===== src/rtl/mem_pkg.sv =====
// mem_pkg: funct3 load/store codes, stage FSM encoding and MEM/WB record shared by the memory stage
package mem_pkg;
  localparam logic [31:0] NOP_INST = 32'h00000033;
  localparam logic [2:0] F3_B  = 3'b000;
  localparam logic [2:0] F3_H  = 3'b001;
  localparam logic [2:0] F3_W  = 3'b010;
  localparam logic [2:0] F3_BU = 3'b100;
  localparam logic [2:0] F3_HU = 3'b101;
  typedef enum logic [1:0] {IDLE, REQ, RESP} state_e;
  typedef struct packed {
    logic        vld;
    logic [4:0]  rd_waddr;
    logic        rd_wen;
    logic [31:0] rd_wdata;
    logic        trap;
    logic [31:0] inst;
    logic [31:0] pc;
    logic [31:0] nxt_pc;
  } wb_t;
endpackage


===== src/rtl/mem_ldst_align.sv =====
// mem_ldst_align: store lane masking/replication, load lane extraction/extension and misalignment detect
module mem_ldst_align
  import mem_pkg::*;
(
  input  logic [2:0]  opsel,
  input  logic [1:0]  addr,
  input  logic [31:0] st_data,
  input  logic [31:0] ld_word,
  output logic [3:0]  st_mask,
  output logic [31:0] st_wdata,
  output logic [31:0] ld_data,
  output logic        mis
);
  logic [7:0]  b;
  logic [15:0] h;
  always_comb begin
    b = ld_word[{addr, 3'b000} +: 8];
    h = addr[1] ? ld_word[31:16] : ld_word[15:0];
    st_mask = opsel[1:0] == F3_B[1:0] ? 4'b0001 << addr :
              opsel[1:0] == F3_H[1:0] ? 4'b0011 << addr : 4'b1111;
    st_wdata = opsel[1:0] == F3_B[1:0] ? {4{st_data[7:0]}} :
               opsel[1:0] == F3_H[1:0] ? {2{st_data[15:0]}} : st_data;
    ld_data = opsel == F3_B  ? {{24{b[7]}}, b} :
              opsel == F3_BU ? {24'b0, b} :
              opsel == F3_H  ? {{16{h[15]}}, h} :
              opsel == F3_HU ? {16'b0, h} : ld_word;
    mis = (opsel[1:0] == F3_H[1:0] & addr[0]) | (opsel == F3_W & addr != 2'b00);
  end
endmodule


===== src/rtl/mem.sv =====
// mem: RV32I memory stage; drives the dmem handshake, stalls while an access is outstanding, feeds MEM/WB
module mem #(
  parameter int          XLEN     = 32,
  parameter logic [31:0] NOP_INST = mem_pkg::NOP_INST
) (
  input  logic            i_clk,
  input  logic            i_rst,
  input  logic            i_vld,
  input  logic            i_mem_read,
  input  logic            i_mem_write,
  input  logic            i_mem_reg,
  input  logic [2:0]      i_opsel,
  input  logic [XLEN-1:0] i_res,
  input  logic [XLEN-1:0] i_rs2_rdata,
  input  logic [4:0]      i_rd_waddr,
  input  logic            i_rd_wen,
  input  logic [31:0]     i_inst,
  input  logic [XLEN-1:0] i_pc,
  input  logic [XLEN-1:0] i_nxt_pc,
  output logic            o_dmem_req,
  output logic            o_dmem_ren,
  output logic            o_dmem_wen,
  output logic [XLEN-1:0] o_dmem_addr,
  output logic [3:0]      o_dmem_mask,
  output logic [XLEN-1:0] o_dmem_wdata,
  input  logic            i_dmem_ready,
  input  logic            i_dmem_valid,
  input  logic [XLEN-1:0] i_dmem_rdata,
  output logic            o_stall,
  output logic            o_vld,
  output logic [4:0]      o_rd_waddr,
  output logic            o_rd_wen,
  output logic [XLEN-1:0] o_rd_wdata,
  output logic            o_trap,
  output logic [31:0]     o_inst,
  output logic [XLEN-1:0] o_pc,
  output logic [XLEN-1:0] o_nxt_pc
);
  import mem_pkg::*;
  state_e      state_q, state_d;
  wb_t         wb_q, wb_d;
  logic        memop, mis, mis_raw, acc, done;
  logic [3:0]  st_mask;
  logic [31:0] st_wdata, ld_data;
  mem_ldst_align u_align (
    .opsel   (i_opsel),
    .addr    (i_res[1:0]),
    .st_data (i_rs2_rdata),
    .ld_word (i_dmem_rdata),
    .st_mask (st_mask),
    .st_wdata(st_wdata),
    .ld_data (ld_data),
    .mis     (mis_raw)
  );
  // upstream is frozen by o_stall, so IDLE and REQ present the same request
  always_comb begin
    memop = i_vld & (i_mem_read | i_mem_write);
    mis = memop & mis_raw;
    o_dmem_req = ~i_rst & memop & ~mis & (state_q != RESP);
    o_dmem_ren = i_mem_read;
    o_dmem_wen = i_mem_write;
    o_dmem_addr = {i_res[XLEN-1:2], 2'b00};
    o_dmem_mask = i_mem_write ? st_mask : 4'b1111;
    o_dmem_wdata = st_wdata;
    acc = o_dmem_req & i_dmem_ready;
    done = ~memop | mis | (i_mem_write & acc) | (state_q == RESP & i_dmem_valid);
    o_stall = ~i_rst & ~done;
    state_d = state_q == RESP ? (i_dmem_valid ? IDLE : RESP) :
              acc ? (i_mem_write ? IDLE : RESP) : o_dmem_req ? REQ : IDLE;
    wb_d = '{vld: i_vld & done, rd_waddr: i_rd_waddr, rd_wen: i_vld & done & i_rd_wen & ~mis,
             rd_wdata: i_mem_reg ? ld_data : i_res, trap: mis, inst: done ? i_inst : NOP_INST,
             pc: i_pc, nxt_pc: i_nxt_pc};
  end
  always_ff @(posedge i_clk) begin
    if (i_rst) begin
      state_q <= IDLE;
      wb_q <= '{inst: NOP_INST, default: '0};
    end else begin
      state_q <= state_d;
      wb_q <= wb_d;
    end
  end
  assign o_vld = wb_q.vld;
  assign o_rd_waddr = wb_q.rd_waddr;
  assign o_rd_wen = wb_q.rd_wen;
  assign o_rd_wdata = wb_q.rd_wdata;
  assign o_trap = wb_q.trap;
  assign o_inst = wb_q.inst;
  assign o_pc = wb_q.pc;
  assign o_nxt_pc = wb_q.nxt_pc;
endmodule


===== config.mk =====
export PLATFORM = sky130hd
export DESIGN_NAME = mem
export DESIGN_NICKNAME = d
export VERILOG_FILES = /design/src/rtl/mem_pkg.sv /design/src/rtl/mem_ldst_align.sv /design/src/rtl/mem.sv
export SDC_FILE = /design/constraint.sdc
export NUM_CORES = 1
export LEC_CHECK = 0
export ABC_AREA = 0
export BUFFER_PORTS_ARGS = -buffer_cell sky130_fd_sc_hd__buf_2
export CORE_AREA = 2 2 162 164
export DETAILED_ROUTE_END_ITERATION = 8
export DIE_AREA = 0 0 164 166
export GPL_TIMING_DRIVEN = 0
export PLACE_DENSITY_LB_ADDON = 0.12
export SLEW_MARGIN = 20
export SYNTH_ARGS = -nofsm -noshare
export SYNTH_HDL_FRONTEND = slang
export SYNTH_HIERARCHICAL = 1
export SYNTH_SLANG_ARGS = --single-unit

===== constraint.sdc =====
create_clock -name i_clk -period 2.5 [get_ports i_clk]
set_input_delay 0.25 -clock i_clk [delete_from_list [all_inputs] [get_ports i_clk]]
set_output_delay 0.25 -clock i_clk [all_outputs]
set_load 0.01 [all_outputs]

==> results.yml <==
run_status:
  status: "complete, no violations"
placed_design:
  hpwlAfterDp_mm: 18.1
  dp.cells: 1351
  placed_area_sq_um: 8370
  place_ws_ns: -0.103
  routabilityCongestion: 0.779
  portBuffers: 411
clock_network:
  cts_made_buffers: 17
  clk_pin_slew_ns: 0.07
  post_cts_buffers: 0
  cts_tree: "yes"
  htreeDepth: 4
  cts_buffer_depth: 2
  cts-root-buf: "clkbuf_16"
  clk_latency_ns: 0.42
  clock_sinks: 138
setup_path:
  crit_type: "input port to primary output"
  cp_data_arrival_time_ns: 2.01
  cp-end-kind: "primary output"
  rr_worst_depth: 4
  required_ns: 2.25
  r2r-start: "state_q[1]"
  startpoint_type: "input port"
  rrSetupSlack_ns: 1.17
  critPathMaxFanout: 10
  critical_path.startpoint: "i_res[1]"
route:
  vias_per_cell: 4.12
  drc: 0
  via_count: 5730
  first_iter_violations: 266
  ant_nets: 0
  firstDrtPassIters: 7
  routed_wl_mm: 22.6
  wire_per_inst_um: 16.3
synth:
  synth_commonest_cells: "dfxtp_1 (138), nor2b_1 (70), nand2_1 (67), nor2_1 (66), mux2i_1 (45)"
  synth.area.top_cells: "dfxtp_1 (47%), mux2i_1 (7.6%), nor2b_1 (7.4%)"
  synth_area_sq_um: 5890
  yosysMostFrequentCell: "dfxtp_1"
  synth-seq-area-share: 0.469
  synth_seq_cells: 138
  ys_async_sr_fraction: 0
  synth_top_area_share: 0.469
  synth_top_area_cell: "dfxtp_1"
  synth_top_flop_cell: "dfxtp_1"
  yosysWarnings: 6
  syn_inst: 604
  synth-edff-count: 0
  synth_cell_type_count: 44
  avgSynthCellArea_sq_um: 9.75
timing:
  finalHoldViolations: 0
  worstMarginPinSlew_ns: 0.743
  period_share: 0.906
  fmax_mhz: 442
  clock_skew_ns: 0.00594
  setup_viol: 0
  min_period_ns: 2.26
  maxSlewViolCount: 0
  grt_setup_unrepaired: "false"
  fin_ws_ns: 0.236
  slew_headroom: 0.505
floorplanning:
  pin_count: 417
  core_area_sq_um: 25600
  dieArea_sq_um: 27200
  die_w_um: 164
  dieHeight_um: 166
  initial_utilization: 0.230
  rows: 59
cells_and_area:
  drive_gt1_frac: 0.505
  syn_to_final_growth_pct: 53.5
  layout.nets: 1252
  stdcell_count: 1390
  design_area_sq_um: 9040
global_route:
  grt_pass1_wl_mm: 33.4
  grt_max_degree: 17
  grt_pass1_vias: 5578
  track_usage: 0.162
  grt_antenna_before_repair: 3
  grt-ovfl-total: 0
min_path:
  min_path_type: "input port to flop"
  hp-start: "i_nxt_pc[8]"
  hold_depth: 2
flow_run:
  drv_cap: 0
power_and_ir_drop:
  peakVddDrop_uv: 311
  p_leak_nw: 4.89
  powerDensity_nw_per_um2: 677
==> registers in the layout, indices dropped and copies added, names as in the netlist <==
name / flops
state_q: 2
o_vld: 1
o_inst: 32
o_nxt_pc: 32
o_trap: 1
o_rd_wdata: 32
o_pc: 32
o_rd_waddr: 5
o_rd_wen: 1
==> cell families after synthesis <==
kind of cell    synth area share
compound gates            0.0935
fa+ha+maj                0.00850
buf+inv                    0.101
flops                      0.469
mux                        0.130
other cells             0.000637
simple gates               0.197
==> critical path, cell delays in order <==
cell and delay, ns:
buf_2 0.19, buf_4 0.23, inv_1 0.12, ha_1 0.22, or4_1 0.42, o21ai_2 0.11, nor2b_1 0.11, nand3_1 0.15
nor2_1 0.07, buf_2 0.15
==> cell type report <==
cell class,count,area (sq um)
multi-input cells,375,2540
diodes,3,7.51
clock buffers,17,425
clock inverters,15,193
fillers,2758,16600
plain buffers,85,569
well taps,335,419
repair buffers,415,2100
flip-flops and latches,138,2760
inverters,7,26.3
==> routing by layer <==
layer | vias to the layer above | wire length (um) | GRT usage
li1 | 2846 | - | -
met3 | 30 | 2210 | 0.0562
met4 | 2 | 355 | 0.0538
met5 | - | 13 | 0
met1 | 2574 | 8940 | 0.184
met2 | 278 | 11100 | 0.282
==> per-stage QoR <==
step | total power, mW | hold slack [ns] | setup TNS, ns | util
after floorplan | 2.95 | 0.329 | 0 | -
after global placement | 3.48 | 0.439 | -0.477 | 0.327
after detailed placement | 3.47 | 0.443 | -1.49 | 0.327
after CTS | 6.24 | 0.00635 | 0 | 0.352
after global routing | 6.42 | 0.00595 | 0 | 0.353
final | 6.12 | 0.0320 | 0 | 0.353
==> power breakdown <==
part / total, mW / internal [mW] / switching [mW]
registers: 2.36 / 2.33 / 0.0291
logic: 1.05 / 0.501 / 0.549
clock network: 2.71 / 1.53 / 1.18
total: 6.12 / 4.36 / 1.75
==> worst paths after layout <==
kind / endpoint
hold / removal: o_nxt_pc[8]
hold reg to reg: state_q[1]
setup reg to reg: o_inst[6]
setup / recovery: o_dmem_req
==> layout by cell type, fill, tap and decap left out, drive strengths merged, types with 4 or more instances in the layout <==
master,netlist,layout
clkinv,1,4
nand2,68,68
clkbuf,15,32
mux2i,45,45
o21ai,14,14
nor2,66,66
mux4,7,7
mux2,11,11
o211a,28,28
buf,70,481
a31oi,14,14
ha,4,4
dlygate4sd3,0,4
nor2b,71,71
nor3,17,17
inv,6,15
or2b,4,4
dfxtp,138,138
==> repair_timing <==
item / CTS / global route
setup endpoints to repair: 0 / 2
endpoints found under the hold margin: 4 / 0
resized for setup: 0 / 4
hold buffers: 4 / 0
Power figures use the tool's default switching activity.
